## src/rtl/fb_sched_pkg.sv

```systemverilog
// Shared types and defaults for the SDRAM framebuffer scheduler.
// Command codes match the SDRAM controller command port.
package fb_sched_pkg;

    localparam int ADDR_W         = 22;
    localparam int FRAME_WORDS_DEF = 153600;
    localparam int BURST_DEF      = 8;
    localparam int RD_DEPTH_DEF   = 32;
    localparam int RD_URGENT_DEF  = 8;
    localparam int MAX_CONSEC_DEF = 4;

    typedef enum logic [1:0] {
        CMD_IDLE  = 2'd0,
        CMD_WRITE = 2'd1,
        CMD_READ  = 2'd2
    } sdram_cmd_e;

    typedef enum logic [1:0] {
        ST_IDLE,
        ST_WRITE,
        ST_READ
    } sched_state_e;

endpackage

```

## src/rtl/framebuffer_scheduler_if.sv

```systemverilog
// Bundle between scheduler, write/read FIFOs and the SDRAM controller.
// master = scheduler side, slave = FIFO/controller side.
interface framebuffer_scheduler_if;
    import fb_sched_pkg::*;

    logic [4:0]        wr_used;
    logic              wr_pop;
    logic              wr_frame_start;
    logic [5:0]        rd_used;
    logic              rd_push;
    logic [1:0]        command;
    logic [ADDR_W-1:0] data_address;
    logic              data_read_valid;
    logic              data_write_done;
    logic              busy;

    modport master (
        input  wr_used, wr_frame_start, rd_used,
        input  data_read_valid, data_write_done,
        output wr_pop, rd_push, command, data_address, busy
    );

    modport slave (
        output wr_used, wr_frame_start, rd_used,
        output data_read_valid, data_write_done,
        input  wr_pop, rd_push, command, data_address, busy
    );

endinterface

```

## src/rtl/burst_addr_gen.sv

```systemverilog
// Frame offset and buffer-select tracker for one stream.
// Steps one burst at a time; on frame wrap loads the next buffer bit.
module burst_addr_gen
    import fb_sched_pkg::*;
#(
    parameter int   FRAME_WORDS = FRAME_WORDS_DEF,
    parameter int   BURST       = BURST_DEF,
    parameter logic BUF_RST     = 1'b0
) (
    input  logic              clk,
    input  logic              rst_n,
    input  logic              i_step,
    input  logic              i_clear,
    input  logic              i_wrap_buf,
    output logic [ADDR_W-1:0] o_off,
    output logic              o_buf,
    output logic              o_wrap
);
    localparam logic [ADDR_W-1:0] STEP  = ADDR_W'(BURST);
    localparam logic [ADDR_W-1:0] LIMIT = ADDR_W'(FRAME_WORDS);

    logic [ADDR_W-1:0] r_off;
    logic              r_buf;
    logic [ADDR_W-1:0] w_next;

    assign w_next = r_off + STEP;
    assign o_wrap = i_step && (w_next == LIMIT);
    assign o_off  = r_off;
    assign o_buf  = r_buf;

    always_ff @(posedge clk or negedge rst_n) begin
        if (!rst_n) begin
            r_off <= '0;
            r_buf <= BUF_RST;
        end else if (i_clear) begin
            r_off <= '0;
        end else if (i_step) begin
            if (o_wrap) begin
                r_off <= '0;
                r_buf <= i_wrap_buf;
            end else begin
                r_off <= w_next;
            end
        end
    end

endmodule

```

## src/rtl/framebuffer_scheduler.sv

```systemverilog
// Arbitrates SDRAM bursts between camera writes and display reads,
// double-buffering frames so display only reads completed frames.
module framebuffer_scheduler
    import fb_sched_pkg::*;
#(
    parameter int FRAME_WORDS = FRAME_WORDS_DEF,
    parameter int BURST       = BURST_DEF,
    parameter int RD_DEPTH    = RD_DEPTH_DEF,
    parameter int RD_URGENT   = RD_URGENT_DEF,
    parameter int MAX_CONSEC  = MAX_CONSEC_DEF
) (
    input  logic clk,
    input  logic rst_n,
    framebuffer_scheduler_if.master bus
);
    localparam int BEAT_W = $clog2(BURST) + 1;
    localparam int CONS_W = $clog2(MAX_CONSEC + 1);

    localparam logic [5:0]        RD_LIM     = 6'(RD_DEPTH - BURST);
    localparam logic [5:0]        RD_URG     = 6'(RD_URGENT);
    localparam logic [4:0]        WR_MIN     = 5'(BURST);
    localparam logic [BEAT_W-1:0] BEAT_LAST  = BEAT_W'(BURST - 1);
    localparam logic [CONS_W-1:0] CONS_MAX   = CONS_W'(MAX_CONSEC);
    localparam logic [ADDR_W-1:0] FRAME_BASE = ADDR_W'(FRAME_WORDS);

    sched_state_e      r_state;
    sched_state_e      w_next;
    sdram_cmd_e        r_cmd;
    logic [ADDR_W-1:0] r_addr;
    logic [BEAT_W-1:0] r_beat;
    logic [CONS_W-1:0] r_consec;
    logic              r_last_wr;
    logic              r_done_buf;
    logic              r_pend;

    logic              w_idle, w_rd_ok, w_rd_urg, w_wr_ok;
    logic              w_gnt_wr, w_gnt_rd;
    logic              w_wr_beat, w_rd_beat, w_last;
    logic              w_wr_step, w_rd_step, w_wr_clr;
    logic [ADDR_W-1:0] w_wr_off, w_rd_off, w_wr_addr, w_rd_addr;
    logic              w_wr_buf, w_rd_buf, w_wr_wrap, w_rd_wrap_unused;

    assign w_idle    = (r_state == ST_IDLE);
    assign w_rd_ok   = bus.rd_used <= RD_LIM;
    assign w_rd_urg  = bus.rd_used < RD_URG;
    assign w_wr_ok   = bus.wr_used >= WR_MIN;
    assign w_wr_beat = (r_state == ST_WRITE) && bus.data_write_done;
    assign w_rd_beat = (r_state == ST_READ) && bus.data_read_valid;
    assign w_last    = (w_wr_beat || w_rd_beat) && (r_beat == BEAT_LAST);
    assign w_wr_step = w_wr_beat && w_last;
    assign w_rd_step = w_rd_beat && w_last;
    assign w_wr_clr  = w_idle && r_pend;

    // A pending frame restart must already affect this cycle's grant address
    assign w_wr_addr = (w_wr_buf ? FRAME_BASE : '0)
                     + (w_wr_clr ? '0 : w_wr_off);
    assign w_rd_addr = (w_rd_buf ? FRAME_BASE : '0) + w_rd_off;

    assign bus.wr_pop       = w_wr_beat;
    assign bus.rd_push      = w_rd_beat;
    assign bus.command      = r_cmd;
    assign bus.data_address = r_addr;
    assign bus.busy         = !w_idle;

    burst_addr_gen #(
        .FRAME_WORDS(FRAME_WORDS),
        .BURST      (BURST),
        .BUF_RST    (1'b0)
    ) u_wr_gen (
        .clk       (clk),
        .rst_n     (rst_n),
        .i_step    (w_wr_step),
        .i_clear   (w_wr_clr),
        .i_wrap_buf(~w_wr_buf),
        .o_off     (w_wr_off),
        .o_buf     (w_wr_buf),
        .o_wrap    (w_wr_wrap)
    );

    burst_addr_gen #(
        .FRAME_WORDS(FRAME_WORDS),
        .BURST      (BURST),
        .BUF_RST    (1'b1)
    ) u_rd_gen (
        .clk       (clk),
        .rst_n     (rst_n),
        .i_step    (w_rd_step),
        .i_clear   (1'b0),
        .i_wrap_buf(r_done_buf),
        .o_off     (w_rd_off),
        .o_buf     (w_rd_buf),
        .o_wrap    (w_rd_wrap_unused)
    );

    always_comb begin
        w_gnt_wr = 1'b0;
        w_gnt_rd = 1'b0;
        w_next   = r_state;
        unique case (r_state)
            ST_IDLE: begin
                if (w_rd_ok && w_rd_urg)
                    w_gnt_rd = 1'b1;
                else if (r_consec == CONS_MAX && r_last_wr && w_rd_ok)
                    w_gnt_rd = 1'b1;
                else if (r_consec == CONS_MAX && !r_last_wr && w_wr_ok)
                    w_gnt_wr = 1'b1;
                else if (w_wr_ok)
                    w_gnt_wr = 1'b1;
                else if (w_rd_ok)
                    w_gnt_rd = 1'b1;
                if (w_gnt_wr)
                    w_next = ST_WRITE;
                else if (w_gnt_rd)
                    w_next = ST_READ;
            end
            ST_WRITE, ST_READ: begin
                if (w_last)
                    w_next = ST_IDLE;
            end
            default: w_next = ST_IDLE;
        endcase
    end

    always_ff @(posedge clk or negedge rst_n) begin
        if (!rst_n) begin
            r_state    <= ST_IDLE;
            r_cmd      <= CMD_IDLE;
            r_addr     <= '0;
            r_beat     <= '0;
            r_consec   <= '0;
            r_last_wr  <= 1'b0;
            r_done_buf <= 1'b1;
            r_pend     <= 1'b0;
        end else begin
            r_state <= w_next;
            if (w_gnt_wr) begin
                r_cmd  <= CMD_WRITE;
                r_addr <= w_wr_addr;
                r_beat <= '0;
            end else if (w_gnt_rd) begin
                r_cmd  <= CMD_READ;
                r_addr <= w_rd_addr;
                r_beat <= '0;
            end else begin
                if (w_last)
                    r_cmd <= CMD_IDLE;
                if (w_wr_beat || w_rd_beat)
                    r_beat <= r_beat + BEAT_W'(1);
            end
            // Saturate so a long single-type run still yields at the limit
            if (w_gnt_wr || w_gnt_rd) begin
                r_last_wr <= w_gnt_wr;
                if (w_gnt_wr != r_last_wr)
                    r_consec <= CONS_W'(1);
                else if (r_consec != CONS_MAX)
                    r_consec <= r_consec + CONS_W'(1);
            end
            if (w_wr_wrap)
                r_done_buf <= w_wr_buf;
            r_pend <= ((r_pend && !w_idle) || bus.wr_frame_start)
                   && !w_wr_wrap;
        end
    end

endmodule

```

## src/flat_wrapper.sv

```systemverilog
// flat-port wrapper written by rule: the top's interface ports become plain ports
module framebuffer_scheduler_flat import fb_sched_pkg::*;
#(
    parameter int FRAME_WORDS = FRAME_WORDS_DEF,
    parameter int BURST       = BURST_DEF,
    parameter int RD_DEPTH    = RD_DEPTH_DEF,
    parameter int RD_URGENT   = RD_URGENT_DEF,
    parameter int MAX_CONSEC  = MAX_CONSEC_DEF
)
  (clk, rst_n, bus_wr_used, bus_wr_frame_start, bus_rd_used, bus_data_read_valid, bus_data_write_done, bus_wr_pop, bus_rd_push, bus_command, bus_data_address, bus_busy);
  framebuffer_scheduler_if bus_i ();
  input  logic clk;
  input  logic rst_n;
  input wire logic [$bits(bus_i.wr_used)-1:0] bus_wr_used;
  input wire logic [$bits(bus_i.wr_frame_start)-1:0] bus_wr_frame_start;
  input wire logic [$bits(bus_i.rd_used)-1:0] bus_rd_used;
  input wire logic [$bits(bus_i.data_read_valid)-1:0] bus_data_read_valid;
  input wire logic [$bits(bus_i.data_write_done)-1:0] bus_data_write_done;
  output wire logic [$bits(bus_i.wr_pop)-1:0] bus_wr_pop;
  output wire logic [$bits(bus_i.rd_push)-1:0] bus_rd_push;
  output wire logic [$bits(bus_i.command)-1:0] bus_command;
  output wire logic [$bits(bus_i.data_address)-1:0] bus_data_address;
  output wire logic [$bits(bus_i.busy)-1:0] bus_busy;
  assign bus_i.wr_used = bus_wr_used;
  assign bus_i.wr_frame_start = bus_wr_frame_start;
  assign bus_i.rd_used = bus_rd_used;
  assign bus_i.data_read_valid = bus_data_read_valid;
  assign bus_i.data_write_done = bus_data_write_done;
  assign bus_wr_pop = bus_i.wr_pop;
  assign bus_rd_push = bus_i.rd_push;
  assign bus_command = bus_i.command;
  assign bus_data_address = bus_i.data_address;
  assign bus_busy = bus_i.busy;
  framebuffer_scheduler #(.FRAME_WORDS(FRAME_WORDS), .BURST(BURST), .RD_DEPTH(RD_DEPTH), .RD_URGENT(RD_URGENT), .MAX_CONSEC(MAX_CONSEC)) u_core (.clk(clk), .rst_n(rst_n), .bus(bus_i));
endmodule
```

## config.mk

```make
export PLATFORM = sky130hd
export DESIGN_NAME = framebuffer_scheduler_flat
export DESIGN_NICKNAME = d
export VERILOG_FILES = /design/src/rtl/fb_sched_pkg.sv /design/src/rtl/framebuffer_scheduler_if.sv /design/src/rtl/burst_addr_gen.sv /design/src/rtl/framebuffer_scheduler.sv /design/src/flat_wrapper.sv
export SDC_FILE = /design/constraint.sdc
export NUM_CORES = 1
export LEC_CHECK = 0
export ABC_CLOCK_PERIOD_IN_PS = 2500
export CAP_MARGIN = 20
export CORE_UTILIZATION = 53
export DETAILED_ROUTE_END_ITERATION = 6
export GPL_ROUTABILITY_DRIVEN = 0
export PLACE_DENSITY = 0.85
export SYNTH_ARGS = -nofsm -noshare
export SYNTH_HDL_FRONTEND = slang
export SYNTH_HIERARCHICAL = 1
export SYNTH_SLANG_ARGS = --single-unit
```

## constraint.sdc

```tcl
create_clock -name clk -period 2.5 [get_ports clk]
set_clock_uncertainty 0.2 [all_clocks]
set_input_delay 0.625 -clock clk [delete_from_list [all_inputs] [get_ports clk]]
set_output_delay 0.625 -clock clk [all_outputs]
set_load 0.005 [all_outputs]
```

==> metrics.md, run 1 <==
| Metric | Value |
|---|---|
| Outcome | finished with violations |
| Failing checks | DRC, hold timing, setup timing |
| Global route overflow | 0 |
| Pre-CTS WS | -0.435 ns |
| Switching share of power | 37.2% |
| Pleak | 2.95 nW |
| CP endpoint kind | flip-flop |
| CP delay by family, top | simple AND/OR/NAND/NOR gates |
| Later-pin clock latency in the skew report | 0.36 ns |
| Crit. Startpoint | u_core/u_wr_gen/o_off[13] |
| Fin area | 0.00672 sq mm |
| Tmin final | 2.62 ns |
| Die H | 101 microns |
| Tot GR Track Use | 28.2% |
| R2R depth | 6 |
| Crit-path cells | nand4_1 > nor4_4 > xnor2_1 > or3_1 > nand4bb_1 > mux2_1 |
| Final Setup Violations | 12 |
| WHS | -0.00821 ns |
| Worst Tran Pin Value | 0.558 ns |
| Fin worst setup slack | -0.122 ns |
| Bufs and invs on worst path | 0 |
| Max clock buf depth | 2 |
| Clock sinks | 76 |
| Delay of the slowest cell on the worst path | 0.47 ns |
| Vias in the first global route | 4,738 |
| First-pass GRT wire length | 22.3 mm |
| Avg Inst Size Synth | 9.10 sq um |
| CP max-delay cell | dfrtp_1 |
| WP data required | 2.55 ns |
| CORE AREA | 0.00937 sq mm |
| Comb pwr share | 46.1% |
| Largest net degree at the start of global routing | 46 |
| Critical path class | flip-flop to flip-flop |
| Min-Delay Path Class | input port to asynchronous set/reset pin |
| Internal power | 3.09 mW |
| TritonCTS clock tree | yes |
| Sequential cell fraction of total power | 34.1% |
| Clk slew on worst S/H paths | 0.09 ns |
| Pins Over Slew Limit | 0 |
| DRT Pass-1 Iters | 7 |
| Detail Placement HPWL | 9.87 mm |
| Die footprint | 0.0102 sq mm |
| Unrepaired setup endpoints after global routing | true |
| Drt drc | 1 |
| R2r endpoint | u_core/u_wr_gen/o_buf |
| Reg2Reg Setup Slack | -0.12 ns |
| Nets | 718 |
| Cells after Synth | 569 |
| Initial antenna violation count | 0 |
| Total number of vias | 5,004 |
| Starting Density | 55.2% |
| IO buf count | 39 |
| Clock root buffer | clkbuf_8 |
| Synthesized cell area | 0.00518 sq mm |
| Slew HR | 62.4% |
| Num CTS Buffers | 9 |
| Final antenna-violating net count | 0 |
| CP max FO | 6 |
| DR WL/cell | 17.9 microns |
| Crit. path cell count | 6 |
| NetSw | 1.83 mW |
| Max cap viols | 0 |
| H-tree levels | 3 |
| Fraction of layout cells with a size suffix above 1 | 27.0% |
| I/O pin total | 43 |
| First-iteration detailed-routing DRC count | 382 |
| Worst vdd ir | 0.000479 V |
| Vias/cell | 6.12 |
| Die X | 101 microns |
| Startpoint types | flip-flop |
| Power Dens Cells | 732 mW/mm^2 |
| N_diodes | 0 |
| Final Hold Vio Count | 5 |
| Reg-to-reg critical path startpoint | u_core/u_wr_gen/o_off[13] |
| Final period util | 105% |
| Layout overhead on the synthesized area | 29.9% |
| Floorplan row count | 35 |
| Warnings from Yosys | 6 |
| Post-Route WL | 14.7 mm |
| Placed Area | 0.00620 sq mm |
| Worst path arrival time | 2.67 ns |
| Clock Power Share | 19.8% |
| Highest clock rate | 381 MHz |
[power by group through the flow]
| stage | registers [mW] | logic [mW] | clock network [mW] |
|---|---|---|---|
| floorplan | 1.66 | 1.17 | 0 |
| global placement | 1.68 | 1.99 | 0 |
| detailed placement | 1.69 | 2.09 | 0 |
| CTS | 1.68 | 2.17 | 0.982 |
| global route | 1.71 | 2.46 | 1.04 |
| finish | 1.68 | 2.27 | 0.975 |
[routing by layer]
layer,track usage [%],wire length [microns],part of all wire [%],up-vias
met1,34.4,5900,40,2429
met3,3.88,962,6.6,60
met5,0,0,0,-
li1,-,-,-,2269
met4,13.6,613,4.2,0
met2,49.2,7180,49,246
[worst max-delay path by stage]
stage,endpoint,slack [ns]
CTS,u_core/bus.data_address[17],-0.08
detailed placement,u_core/r_consec[2],-0.44
global placement,u_core/bus.data_address[19],-0.34
floorplan,u_core/bus.data_address[17],-0.08
finish,u_core/u_wr_gen/o_buf,-0.12
global route,u_core/u_wr_gen/o_buf,-0.23
[what timing repair did]
item                                    CTS  global route
resized for setup                        19            47
hold buffers                              0             0
setup buffers                             3             9
endpoints found under the setup margin   21            29
pin swaps                                11            12
[sequential cells by signal, indices dropped and copies added, names as in the netlist]
name                     flops
u_core/r_beat                4
u_core/u_rd_gen/o_off       19
u_core/r_consec              3
u_core/r_state               2
u_core/r_pend                1
u_core/u_wr_gen/o_off       19
u_core/bus.data_address     22
u_core/r_last_wr             1
u_core/r_done_buf            1
u_core/u_rd_gen/o_buf        1
u_core/bus.command           2
u_core/u_wr_gen/o_buf        1
[through the flow]
step	utilization, %	hold WS (ns)	TNS, ns	power (mW)	cells
6_report	71.7	-0.00821	-0.638	4.93	818
5_1_grt	71.7	0.0107	-2.42	5.20	818
4_1_cts	69.1	0.0000826	-0.175	4.82	812
3_5_place_dp	66.2	0.272	-13.48	3.79	793
3_3_place_gp	66.2	0.263	-11.71	3.68	793
2_1_floorplan	-	0.129	-0.226	2.84	577
[layout make-up]
type | count | area (sq um)
clock buffer | 10 | 138
multi-input combinational | 447 | 3240
clock inverter | 6 | 63.8
sequential | 76 | 1910
tap | 129 | 161
fill | 655 | 2650
inverter | 19 | 73.8
timing repair buffer | 131 | 1140
[cells in the final DEF, fill, tap and decap left out, drive strengths merged, types with 11 or more instances in the layout]
cell type       n
a21oi          12
a31oi          19
and3           13
buf            93
clkdlybuf4s50  34
conb           11
dfrtp          74
ha             16
inv            19
nand2          51
nand3          29
nand3b         13
nand4          12
nor2           69
nor3           17
o21ai          15
xnor2          26
xor2           32
[worst register-to-register path, stage by stage, from the launching register on]
cell and delay [ns]:
dfrtp_1 0.47, nand4_1 0.28, nor4_4 0.39, xnor2_1 0.23
or3_1 0.41, nand4bb_1 0.21, mux2_1 0.32
(Power assumes the default switching activity.)
==> run 2, diff against run 1 <==
--- a/constraint.sdc
+++ b/constraint.sdc
@@ -4,2 +4,2 @@
 set_output_delay 0.625 -clock clk [all_outputs]
-set_load 0.005 [all_outputs]
+set_load 0.1 [all_outputs]
==> run 2 against run 1 <==
  * The run ends with setup timing left
  * Non-clock buffer count is 8 higher
  * Global-route usage is 0.76 points higher
  * Clock-buffer cell count is 1 higher
  * Final cell count is 0.98% higher
  * Power is 28% higher
  * Hold slack better by 0.31 ns
  * Core utilization is 0.84 points higher
  * Sequential power hardly changed
  * Critical path depth is 1 higher
  * Die area stayed put
  * Critical endpoint is now u_core/u_rd_gen/o_buf
  * Largest power group unchanged
==> metrics.md, run 2 (synthesized netlist as in run 1, its figures left out) <==
| Metric | Value |
|---|---|
| Die X | 101 microns (unchanged) |
| Commonest non-fill, non-tap cell in the layout | buf_4 |
| Reg2Reg Setup Slack | -0.12 ns (about the same) |
| IO buf count | 39 (unchanged) |
| Final Hold Vio Count | 0 (-5) |
| Global route overflow | 0 (unchanged) |
| Nets | 726 (+1.1%) |
| Die footprint | 0.0102 sq mm (unchanged) |
| Die H | 101 microns (unchanged) |
| Later-pin clock latency in the skew report | 0.36 ns (about the same) |
| Worst Hold Depth | 2 |
| Startpoint types | flip-flop |
| Final Setup Violations | 8 (-4) |
| CP endpoint kind | flip-flop |
| Final antenna-violating net count | 0 (unchanged) |
| Max cap viols | 0 (unchanged) |
| Bufs and invs on worst path | 1 (+1) |
| Fraction of layout cells with a size suffix above 1 | 32.1% (+5.1 points) |
| WP data required | 2.60 ns (+0.05 ns) |
| Outcome | finished with violations |
| Fin area | 0.00680 sq mm (+1.2%) |
| Pre-CTS WS | -0.374 ns (+0.0615 ns) |
| Starting Density | 55.2% (unchanged) |
| Pins Over Slew Limit | 0 (unchanged) |
| Max reg flops | 22 (unchanged) |
| Worst Tran Pin Value | 0.502 ns (-0.0569 ns) |
| Min-Delay Path Class | flip-flop to flip-flop |
| Detail Placement HPWL | 9.82 mm (-0.50%) |
| Vias in the first global route | 4,949 (+4.5%) |
| Layout overhead on the synthesized area | 31.4% |
| Total number of vias | 5,150 (+2.9%) |
| Placed Area | 0.00618 sq mm (-0.36%) |
| DRT Pass-1 Iters | 6 (-1) |
| Inst Count DP | 794 (+0.13%) |
| Non-Filler Instances | 826 (+0.98%) |
| CP delay by family, top | simple AND/OR/NAND/NOR gates |
| Clock sinks | 76 (unchanged) |
| Worst vdd ir | 0.00112 V (+130%) |
| Post-Route WL | 15.7 mm (+7.0%) |
| CP max FO | 5 (-1) |
| CP max-delay cell | a211oi_1 |
| Hold EP | u_core/bus.data_address[15] |
| Pleak | 3.00 nW (+1.5%) |
| Initial antenna violation count | 0 (unchanged) |
| Highest clock rate | 381 MHz (about the same) |
| Slew HR | 66.3% (+3.8 points) |
| Setup_tns | -0.637 ns (+0.000820 ns) |
| Critical path class | flip-flop to flip-flop |
| Clk slew on worst S/H paths | 0.08 ns (about the same) |
| Tmin final | 2.62 ns (+0.00233 ns) |
| WHS | 0.297 ns (+0.305 ns) |
| Fill cells | 619 (-5.5%) |
| Vias/cell | 6.23 (+1.9%) |
| Tot GR Track Use | 29.0% (+0.76 points) |
| TritonCTS clock tree | yes |
| R2r endpoint | u_core/u_rd_gen/o_buf |
| Floorplan row count | 35 (unchanged) |
| Final Util | 72.6% (+0.84 points) |
| CORE AREA | 0.00937 sq mm (unchanged) |
| H-tree levels | 3 (unchanged) |
| Design Power | 6.31 mW (+28%) |
| Crit-path cells | buf_4 > and2_1 > a211oi_1 > a31oi_2 > or3_1 > nand4bb_1 > mux2_1 |
| Hold path startpoint | u_core/bus.data_address[15] |
| Num CTS Buffers | 9 (unchanged) |
| Max clock buf depth | 2 (unchanged) |
| Failing checks | setup timing |
| Clock root buffer | clkbuf_8 |
| Unrepaired setup endpoints after global routing | true |
| Fin worst setup slack | -0.125 ns (-0.00234 ns) |
| Drt drc | 0 (-1) |
| Worst path arrival time | 2.72 ns (+0.05 ns) |
| Reg-to-reg critical path startpoint | u_core/u_rd_gen/o_off[6] |
| First-pass GRT wire length | 22.9 mm (+2.6%) |
| N_diodes | 0 (unchanged) |
| Delay of the slowest cell on the worst path | 0.47 ns (about the same) |
| Final period util | 105% (about the same) |
| Power Dens Cells | 927 mW/mm^2 (+27%) |
| First-iteration detailed-routing DRC count | 436 (+14%) |
| Largest net degree at the start of global routing | 46 (unchanged) |
| I/O pin total | 43 (unchanged) |
| Most frequent cells in the layout | buf_4, dfrtp_1, nor2_1 |
| DR WL/cell | 19.0 microns (+6.0%) |
| R2R depth | 7 (+1) |
run 2: cell count changes in the layout (fill, tap and decap cells not counted), moves of 3 or more:
cell,delta
dfrtp_1,+3
buf_12,+3
dlygate4sd2_1,-3
buf_4,+31
dfrtp_2,-3
clkdlybuf4s50_1,-23
run 2: layout make-up:
type	count	area, sq um	area share (%)
multi-input combinational	447	3280	48.2
inverter	19	71.3	1.05
clock inverter	5	58.8	0.864
sequential	76	1910	28.0
clock buffer	11	151	2.23
tap	129	161	2.37
timing repair buffer	139	1170	17.2
run 2: worst max-delay path by stage:
stage / startpoint / end / depth (start not counted)
2_1_floorplan: u_core/r_state[0] / u_core/bus.data_address[17] / 13
5_1_grt: u_core/r_state[0] / u_core/bus.data_address[17] / 12
3_3_place_gp: bus_data_write_done / u_core/u_wr_gen/o_off[18] / 10
3_5_place_dp: bus_rd_used[0] / u_core/bus.data_address[19] / 7
4_1_cts: u_core/r_state[0] / u_core/bus.data_address[21] / 12
6_report: u_core/u_rd_gen/o_off[6] / u_core/u_rd_gen/o_buf / 7
run 2: timing repair:
item                       CTS  global route
setup endpoints to repair   17            34
pin swaps                    8            24
hold buffers                 1             0
buffers inserted             4            13
gates resized for setup     17            44
hold endpoints to repair     4             0
gates cloned                 0             0
run 2: where the power goes:
part,leakage [nW],internal [mW],switching (mW)
combinational,1.90,1.14,2.47
clock,0.102,0.517,0.492
sequential,0.993,1.48,0.207
run 2: per-layer routing:
layer	part of all wire [%]	up-vias	GRT usage, %
li1	-	2276	-
met1	38	2444	35.7
met2	48	331	49.1
met3	8.1	99	4.23
met4	5.6	0	15.8
met5	0	-	0
run 2: worst register-to-register path, delay by kind of cell (launching register included):
kind	cells	cell delay [ns]
AND/OR/NAND/NOR	3	0.80
AO/OA/AOI/OAI	2	0.60
flip-flops	1	0.44
multiplexers	1	0.34
buffers and inverters	1	0.18
==> run 3, diff against run 2 <==
- GPL_TIMING_DRIVEN: not set -> 0
- SLEW_MARGIN: not set -> 20
==> run 3 against run 2 <==
  * The flow still finishes with violations (setup timing)
  * Register-to-register slack got worse by 0.13 ns
  * Critical path type unchanged
  * Sequential share of layout area fell by 1.0 points
  * Die area is the same
  * Sequential power about the same
  * Largest cell class unchanged
  * Power up 2.8%
==> metrics.md, run 3 (synthesized netlist as in run 1, its figures left out) <==
| Metric | Value |
|---|---|
| Global route overflow | 0 (unchanged) |
| Fill cells | 579 (-6.5%) |
| Max clock buf depth | 2 (unchanged) |
| Highest clock rate | 364 MHz (-4.5%) |
| CORE AREA | 0.00937 sq mm (unchanged) |
| Commonest non-fill, non-tap cell in the layout | buf_4 |
| Placed Area | 0.00583 sq mm (-5.6%) |
| Die X | 101 microns (unchanged) |
| Multi-input logic area | 0.00358 sq mm (+9.0%) |
| Vias/cell | 6.57 (+5.3%) |
| Setup_tns | -1.81 ns (-1.17 ns) |
| Layout overhead on the synthesized area | 37.7% |
| Unrepaired setup endpoints after global routing | true |
| Final period util | 110% (+5.0 points) |
| Post-Route WL | 17.9 mm (+14%) |
| Total number of vias | 5,405 (+5.0%) |
| WP data required | 2.55 ns (-0.05 ns) |
| Min-Delay Path Class | input port to asynchronous set/reset pin |
| Later-pin clock latency in the skew report | 0.37 ns (about the same) |
| Inst Count DP | 746 (-6.0%) |
| Non-Filler Instances | 823 (-0.36%) |
| DR WL/cell | 21.8 microns (+15%) |
| I/O pin total | 43 (unchanged) |
| Pins Over Slew Limit | 0 (unchanged) |
| Outcome | finished with violations |
| Detail Placement HPWL | 9.49 mm (-3.3%) |
| First-pass GRT wire length | 24.3 mm (+6.3%) |
| Initial antenna violation count | 0 (unchanged) |
| Worst path arrival time | 2.80 ns (+0.08 ns) |
| Clock sinks | 76 (unchanged) |
| Failing checks | setup timing |
| Tot GR Track Use | 31.1% (+2.1 points) |
| CP max FO | 4 (-1) |
| First-iteration detailed-routing DRC count | 646 (+48%) |
| Floorplan row count | 35 (unchanged) |
| Fin worst setup slack | -0.250 ns (-0.125 ns) |
| TritonCTS clock tree | yes |
| Num CTS Buffers | 9 (unchanged) |
| Final Setup Violations | 23 (+15) |
| Design Power | 6.48 mW (+2.8%) |
| Pre-CTS WS | -0.868 ns (-0.495 ns) |
| Max cap viols | 0 (unchanged) |
| CP endpoint kind | flip-flop |
| Nets | 723 (-0.41%) |
| Fraction of layout cells with a size suffix above 1 | 32.4% (+0.28 points) |
| Vias in the first global route | 4,978 (+0.59%) |
| Storage cell area | 0.00192 sq mm (+0.92%) |
| WHS | 0.0232 ns (-0.274 ns) |
| H-tree levels | 3 (unchanged) |
| Most frequent cells in the layout | buf_4, nor2_1, dfrtp_1 |
| Max reg flops | 22 (unchanged) |
| Final antenna-violating net count | 0 (unchanged) |
| DRT Pass-1 Iters | 5 (-1) |
| Clock root buffer | clkbuf_8 |
| N_diodes | 0 (unchanged) |
| Die footprint | 0.0102 sq mm (unchanged) |
| Power Dens Cells | 909 mW/mm^2 (-1.9%) |
| Largest net degree at the start of global routing | 41 (-11%) |
| Fin area | 0.00713 sq mm (+4.8%) |
| Starting Density | 55.2% (unchanged) |
| # hold bufs at CTS | 0 (-1) |
| Final Hold Vio Count | 0 (unchanged) |
| IO buf count | 39 (unchanged) |
| Tmin final | 2.75 ns (+0.125 ns) |
| Slew HR | 34.2% (-32 points) |
| Drt drc | 0 (unchanged) |
| Clk slew on worst S/H paths | 0.09 ns (about the same) |
| Worst vdd ir | 0.00109 V (-2.4%) |
| Startpoint types | flip-flop |
| Die H | 101 microns (unchanged) |
| Final Util | 76.1% (+3.5 points) |
| Worst Tran Pin Value | 0.992 ns (+0.490 ns) |
| Pleak | 3.08 nW (+2.8%) |
| Critical path class | flip-flop to flip-flop |
## run 3: layer usage
| metal | track usage, % | up-vias | part of all wire, % |
|---|---|---|---|
| met2 | 51.9 | 421 | 47 |
| met1 | 39.3 | 2596 | 37 |
| met5 | 0 | - | 0 |
| met4 | 15.8 | 0 | 5.7 |
| met3 | 4.79 | 116 | 9.4 |
| li1 | - | 2272 | - |
## run 3: final timing paths
kind                                             start                          end  slack [ns]  depth (start not counted)
setup reg to reg                     u_core/r_state[0]  u_core/bus.data_address[17]       -0.25                         12
hold / removal                                   rst_n   u_core/bus.data_address[4]        0.02                          1
min in group clk           u_core/bus.data_address[15]  u_core/bus.data_address[15]        0.28                          2
setup / recovery                     u_core/r_state[0]  u_core/bus.data_address[17]       -0.25                         12
max in group asynchronous                        rst_n            u_core/r_done_buf        1.41                          2
hold reg to reg            u_core/bus.data_address[15]  u_core/bus.data_address[15]        0.28                          2
## run 3: repair_timing
action | in CTS | in global routing
setup endpoints to repair | 64 | 49
resized for setup | 100 | 83
pin swaps | 23 | 37
buffers inserted | 30 | 32
## run 3: cell type report
| class | count | area share, % |
|---|---|---|
| buffer | 34 | 4.27 |
| clock buffer | 9 | 1.74 |
| clock inverter | 7 | 1.61 |
| inverter | 19 | 1.00 |
| multi-input combinational | 447 | 50.2 |
| sequential | 76 | 27.0 |
| tap | 129 | 2.26 |
| timing repair buffer | 102 | 12.0 |
## run 3: worst max-delay path, stage by stage (launching register included)
cell      delay [ns]
dfrtp_1         0.41
inv_2           0.09
ha_4            0.18
nand2_8         0.06
and2_4          0.18
ha_4            0.16
inv_2           0.05
fa_2            0.19
and3b_2         0.24
o211ai_1        0.28
xor2_1          0.24
nor2_1          0.10
a221o_1         0.26
## run 3: report_power, final
group	total (mW)	internal [mW]	switching (mW)	leakage (nW)
logic	3.62	1.04	2.58	1.99
clock network	1.16	0.659	0.504	0.115
registers	1.70	1.48	0.220	0.971
total	6.48	3.18	3.30	3.08
